<file path="config.mk">
export PLATFORM = sky130hd
export DESIGN_NAME = fetch_stage
export DESIGN_NICKNAME = d
export VERILOG_FILES = /design/src/rtl/cpu_types_pkg.sv /design/src/rtl/ifid_reg.sv /design/src/rtl/fetch_stage.sv
export SDC_FILE = /design/constraint.sdc
export NUM_CORES = 1
export LEC_CHECK = 0
export BUFFER_PORTS_ARGS = -buffer_cell sky130_fd_sc_hd__buf_4
export CELL_PAD_IN_SITES_DETAIL_PLACEMENT = 1
export CELL_PAD_IN_SITES_GLOBAL_PLACEMENT = 2
export CORE_ASPECT_RATIO = 0.6
export CORE_MARGIN = 10
export CORE_UTILIZATION = 26
export DETAILED_ROUTE_END_ITERATION = 16
export PLACE_DENSITY_LB_ADDON = 0.1
export SLEW_MARGIN = 20
export SYNTH_ARGS = -nofsm -noshare
export SYNTH_HDL_FRONTEND = slang
export SYNTH_SLANG_ARGS = --single-unit
</file>
<file path="constraint.sdc">
create_clock -name CLK -period 2.29 [get_ports CLK]
set_input_delay 0.687 -clock CLK [delete_from_list [all_inputs] [get_ports CLK]]
set_output_delay 0.687 -clock CLK [all_outputs]
set_load 0.01 [all_outputs]
</file>
<file path="src/rtl/cpu_types_pkg.sv">
// Shared types for the pipelined MIPS datapath: machine word, instruction
// field encodings and the next-PC select used by the fetch stage.
package cpu_types_pkg;

    localparam int WORD_W = 32;

    typedef logic [WORD_W-1:0] word_t;

    // Primary opcode field, instr[31:26]
    typedef enum logic [5:0] {
        OP_RTYPE = 6'h00,
        OP_J     = 6'h02,
        OP_JAL   = 6'h03,
        OP_BEQ   = 6'h04,
        OP_BNE   = 6'h05,
        OP_ADDI  = 6'h08,
        OP_ADDIU = 6'h09,
        OP_SLTI  = 6'h0A,
        OP_SLTIU = 6'h0B,
        OP_ANDI  = 6'h0C,
        OP_ORI   = 6'h0D,
        OP_XORI  = 6'h0E,
        OP_LUI   = 6'h0F,
        OP_LW    = 6'h23,
        OP_SW    = 6'h2B,
        OP_HALT  = 6'h3F
    } opcode_t;

    // R-type function field, instr[5:0]
    typedef enum logic [5:0] {
        FN_SLL  = 6'h00,
        FN_SRL  = 6'h02,
        FN_JR   = 6'h08,
        FN_ADD  = 6'h20,
        FN_ADDU = 6'h21,
        FN_SUB  = 6'h22,
        FN_SUBU = 6'h23,
        FN_AND  = 6'h24,
        FN_OR   = 6'h25,
        FN_XOR  = 6'h26,
        FN_NOR  = 6'h27,
        FN_SLT  = 6'h2A,
        FN_SLTU = 6'h2B
    } funct_t;

    // Next-PC select, qualified by a redirect from a downstream stage
    typedef enum logic [1:0] {
        PC_NEXT = 2'd0,
        PC_BR   = 2'd1,
        PC_JUMP = 2'd2,
        PC_JR   = 2'd3
    } pcsrc_t;

    // sll $0,$0,0 -- the all-zero word doubles as the pipeline bubble
    localparam word_t NOP_INSTR = '0;
    localparam word_t PC_STEP   = 32'd4;

    // Sequential PC; wraps silently past 32'hFFFF_FFFC
    function automatic word_t pcIncrement(input word_t pc);
        return pc + PC_STEP;
    endfunction

endpackage

</file>
<file path="src/rtl/ifid_reg.sv">
// IF/ID pipeline register. Bubble beats load, load beats hold; reset clears
// the register to a nop that is marked invalid.
module ifid_reg
    import cpu_types_pkg::*;
(
    input  logic  i_clk,
    input  logic  i_rst,
    input  logic  i_load,
    input  logic  i_bubble,
    input  word_t i_instr,
    input  word_t i_npc,
    output word_t o_instr,
    output word_t o_npc,
    output logic  o_valid
);

    word_t r_instr;
    word_t r_npc;
    logic  r_valid;

    // Capture, flush or hold the fetched instruction each cycle
    always_ff @(posedge i_clk) begin
        if (i_rst) begin
            r_instr <= NOP_INSTR;
            r_npc   <= '0;
            r_valid <= 1'b0;
        end else if (i_bubble) begin
            r_instr <= NOP_INSTR;
            r_npc   <= '0;
            r_valid <= 1'b0;
        end else if (i_load) begin
            r_instr <= i_instr;
            r_npc   <= i_npc;
            r_valid <= 1'b1;
        end
    end

    assign o_instr = r_instr;
    assign o_npc   = r_npc;
    assign o_valid = r_valid;

endmodule

</file>
<file path="src/rtl/fetch_stage.sv">
// Instruction fetch stage: program counter, next-PC selection, sticky halt
// and the IF/ID register. imemaddr is purely the PC register, so there is no
// combinational path from imemload back to the address.
module fetch_stage
    import cpu_types_pkg::*;
#(
    parameter word_t PC_INIT = 32'h0000_0000
) (
    input  logic    CLK,
    input  logic    RST,
    input  logic    ihit,
    input  word_t   imemload,
    output logic    imemREN,
    output word_t   imemaddr,
    input  logic    redirect,
    input  pcsrc_t  PCSrc,
    input  word_t   br_target,
    input  word_t   j_target,
    input  word_t   jr_target,
    input  logic    stall,
    input  logic    halt,
    output word_t   ifid_instr,
    output word_t   ifid_npc,
    output logic    ifid_valid,
    output opcode_t opcode,
    output funct_t  funct
);

    word_t r_pc;
    logic  r_halted;

    word_t w_pcPlus4;
    word_t w_redirectPc;
    word_t w_nextPc;
    logic  w_stopped;
    logic  w_ifidLoad;
    logic  w_ifidBubble;

    assign w_pcPlus4 = pcIncrement(r_pc);
    assign w_stopped = r_halted | halt;

    // Target chosen by a resolved control transfer
    always_comb begin
        w_redirectPc = w_pcPlus4;
        case (PCSrc)
            PC_NEXT: w_redirectPc = w_pcPlus4;
            PC_BR:   w_redirectPc = br_target;
            PC_JUMP: w_redirectPc = j_target;
            PC_JR:   w_redirectPc = jr_target;
            default: w_redirectPc = w_pcPlus4;
        endcase
    end

    // Next PC and IF/ID control: halt, then redirect, then stall, then ihit
    always_comb begin
        w_nextPc     = r_pc;
        w_ifidLoad   = 1'b0;
        w_ifidBubble = 1'b0;
        if (w_stopped) begin
            w_ifidBubble = 1'b1;
        end else if (redirect) begin
            w_nextPc     = w_redirectPc;
            w_ifidBubble = 1'b1;
        end else if (stall) begin
            w_nextPc     = r_pc;
        end else if (ihit) begin
            w_nextPc     = w_pcPlus4;
            w_ifidLoad   = 1'b1;
        end else begin
            w_ifidBubble = 1'b1;
        end
    end

    // PC register; frozen once halted because w_nextPc holds
    always_ff @(posedge CLK) begin
        if (RST) begin
            r_pc <= PC_INIT;
        end else begin
            r_pc <= w_nextPc;
        end
    end

    // Sticky halt flag, cleared only by reset
    always_ff @(posedge CLK) begin
        if (RST) begin
            r_halted <= 1'b0;
        end else if (halt) begin
            r_halted <= 1'b1;
        end
    end

    ifid_reg u_ifidReg (
        .i_clk    (CLK),
        .i_rst    (RST),
        .i_load   (w_ifidLoad),
        .i_bubble (w_ifidBubble),
        .i_instr  (imemload),
        .i_npc    (w_pcPlus4),
        .o_instr  (ifid_instr),
        .o_npc    (ifid_npc),
        .o_valid  (ifid_valid)
    );

    assign imemREN  = ~r_halted;
    assign imemaddr = r_pc;
    assign opcode   = opcode_t'(ifid_instr[31:26]);
    assign funct    = funct_t'(ifid_instr[5:0]);

endmodule

</file>
==> key figures <==
Clocking
  – CTS Sinks: 98
  – Clock Pin Slew Worst Setup and Hold Paths: 0.07 ns
  – Clk_lat worst skew: 0.35 ns
  – Clk buf depth: 2
  – CTS tree: done
  – Root buf cell: clkbuf_16
  – CTS buffer count: 9
  – Postcts setup bufs: 0
  – Htree depth: 3

Floorplanning
  – Initial core utilization: 26.9%
  – CORE AREA: 20300 sq um
  – Die Ht: 132 um
  – Cell Rows: 40
  – Die W: 207 um
  – I/O pin total: 246
  – Die Area: 27400 sq um

Yosys
  – Sequential share of the synthesized area: 35.9%
  – Cell taking the most area after synthesis: dfxtp_1
  – Cell area after synthesis: 5470 sq um
  – Post-synth EDFFs: 0
  – Count leader, synth: nand2_1
  – Syn_area_per_cell: 8.28 sq um
  – Cells after Synth: 661
  – Largest cells by area after synthesis: dfxtp_1 (36%), nand2_1 (7.9%), a21oi_1 (6.7%)
  – Main synth FF type: dfxtp_1
  – Synth top area share: 35.9%
  – Unique cell type count in the Yosys netlist: 61
  – Synth async-reset ratio: 0%
  – Yosys reg bits: 98
  – Synth Warn #: 0
  – Net Count, Synth: 798
  – Top cells by count, synth: nand2_1 (115), dfxtp_1 (98), a21oi_1 (73), nor2_1 (56), o21ai_0 (28)

Place
  – Worst slack at placement: 0.0172 ns
  – Placed cell area: 7730 sq um
  – Buffers on Ports: 245
  – Final GP Congestion: 0.884
  – Dpl hpwl: 20400 um
  – Dpl cells: 1161

Global route
  – Gr ovfl total: 0
  – Largest net degree at the start of global routing: 48
  – GRT Overall Usage: 17.5%
  – Vias in the first global route: 6202
  – Initial antenna violation count: 0
  – First-pass GRT wire length: 38100 um

Drt
  – 1st-iter DRT viols: 301
  – WL final: 24800 um
  – Via count: 5701
  – Residual DRC: 0
  – Vias per cell: 4.84
  – DRT Pass-1 Iters: 4
  – Routed len/inst: 21.0 um
  – Antenna Violating Nets Remaining: 0

STA
  – Final Setup Violations: 0
  – Slew Viols, Final: 0
  – Count of final hold-check violations: 0
  – Setup TNS: 0 ns
  – Hold_ws: 0.458 ns
  – Measured slew at the worst slew-check pin: 0.506 ns
  – RSZ-0062 raised after global routing: no
  – Slew headroom: 66.3%
  – Setup WS post-layout: 0.186 ns
  – Final Skew: 0.00732 ns
  – Min Tclk post-route: 2.10 ns
  – Max Clock Freq: 475 MHz
  – Period utilization: 91.9%

Layout
  – Layout area overhead: 47.3%
  – Design Area, Final: 8060 sq um
  – Final std cells w/o fill: 1177
  – Fraction of layout cells with a size suffix above 1: 40.6%
  – Final #Nets: 1036
  – Number of inserted diodes: 0
  – Fin util: 39.7%

Critical path
  – Critical Path AT: 2.38 ns
  – Startpoint types: flip-flop
  – Crit end category: flip-flop
  – Setup CP Type: flip-flop to flip-flop
  – CP max FO: 11
  – Crit path required time: 2.56 ns

Power
  – Static leakage: 3.40 nW
  – Peak VDD IR: 0.000391 V
  – PnR Total Power: 4.15 mW
  – Cell Pwr Density: 515 nW/um^2

Flow run
  – Max Cap Viol: 0

Outcome
  – Outcome: finished clean

Hold path
  – Min-Delay Path Class: flip-flop to flip-flop
[report_power, final]
part           switching, mW  internal, mW
Clock                  0.690         0.994
Combinational          0.343         0.352
Sequential            0.0416          1.73
[metal layers]
layer	vias to the layer above	part of all wire [%]	GRT usage [%]
li1	2811	-	-
met1	2714	48	23.8
met2	162	43	25.7
met3	14	8.4	6.46
met4	0	0.86	3.19
met5	-	0	0
[cell families (layout without fill, tap and decap cells)]
family / Yosys count / in the layout / share of synthesized area, %
XOR/XNOR: 27 / 27 / 4.32
buffers and inverters: 80 / 323 / 7.55
multiplexers: 32 / 32 / 6.08
AO/OA/AOI/OAI: 195 / 195 / 24.5
flip-flops: 98 / 98 / 35.9
adder cells (fa/ha/maj): 1 / 1 / 0.229
AND/OR/NAND/NOR: 228 / 228 / 21.5
[what timing repair did]
item	4_1_cts	5_1_grt
resized for setup	0	1
setup endpoints to repair	0	3
hold buffers	0	0
[registers in the layout (all words and copies together), names as in the netlist]
register           cells
r_halted               1
imemaddr              32
u_ifidReg.o_valid      1
u_ifidReg.o_instr     32
u_ifidReg.o_npc       32
[worst paths after layout]
| check | startpoint | slack, ns | endpoint | cells after the start |
|---|---|---|---|---|
| worst min-delay path | u_ifidReg.o_instr[21] | 0.46 | u_ifidReg.o_instr[21] | 2 |
| worst max register to register | imemaddr[3] | 0.19 | u_ifidReg.o_npc[16] | 7 |
| worst max-delay path | imemaddr[3] | 0.19 | u_ifidReg.o_npc[16] | 7 |
| worst min register to register | u_ifidReg.o_instr[21] | 0.46 | u_ifidReg.o_instr[21] | 2 |
[cell type report]
type / count / area [sq um]
clock inverter: 5 / 85.1
multi-input combinational: 483 / 3110
clock buffer: 11 / 243
inverter: 9 / 33.8
tap: 273 / 342
sequential: 98 / 1960
timing repair buffer: 298 / 2290
fill: 2457 / 12300
[worst max-delay path, cell delays in order, from the launching register on]
cell,delay (ns)
dfxtp_1,0.48
ha_1,0.28
nand4_4,0.18
nor3_2,0.19
buf_4,0.24
nand3_1,0.21
xor2_1,0.21
a211oi_2,0.22
[cell usage in the layout (no fill, tap or decap), types with 7 or more instances in the layout]
cell,n
buf_4,294
nand2_1,115
dfxtp_1,97
a21oi_1,73
nor2_1,56
o21ai_0,28
mux2i_1,22
a211oi_1,18
xor2_1,16
a211oi_2,15
xnor2_1,11
mux2_2,10
o221a_1,9
clkbuf_16,9
inv_1,8
a22oi_1,7
Power figures use the tool's default switching activity.
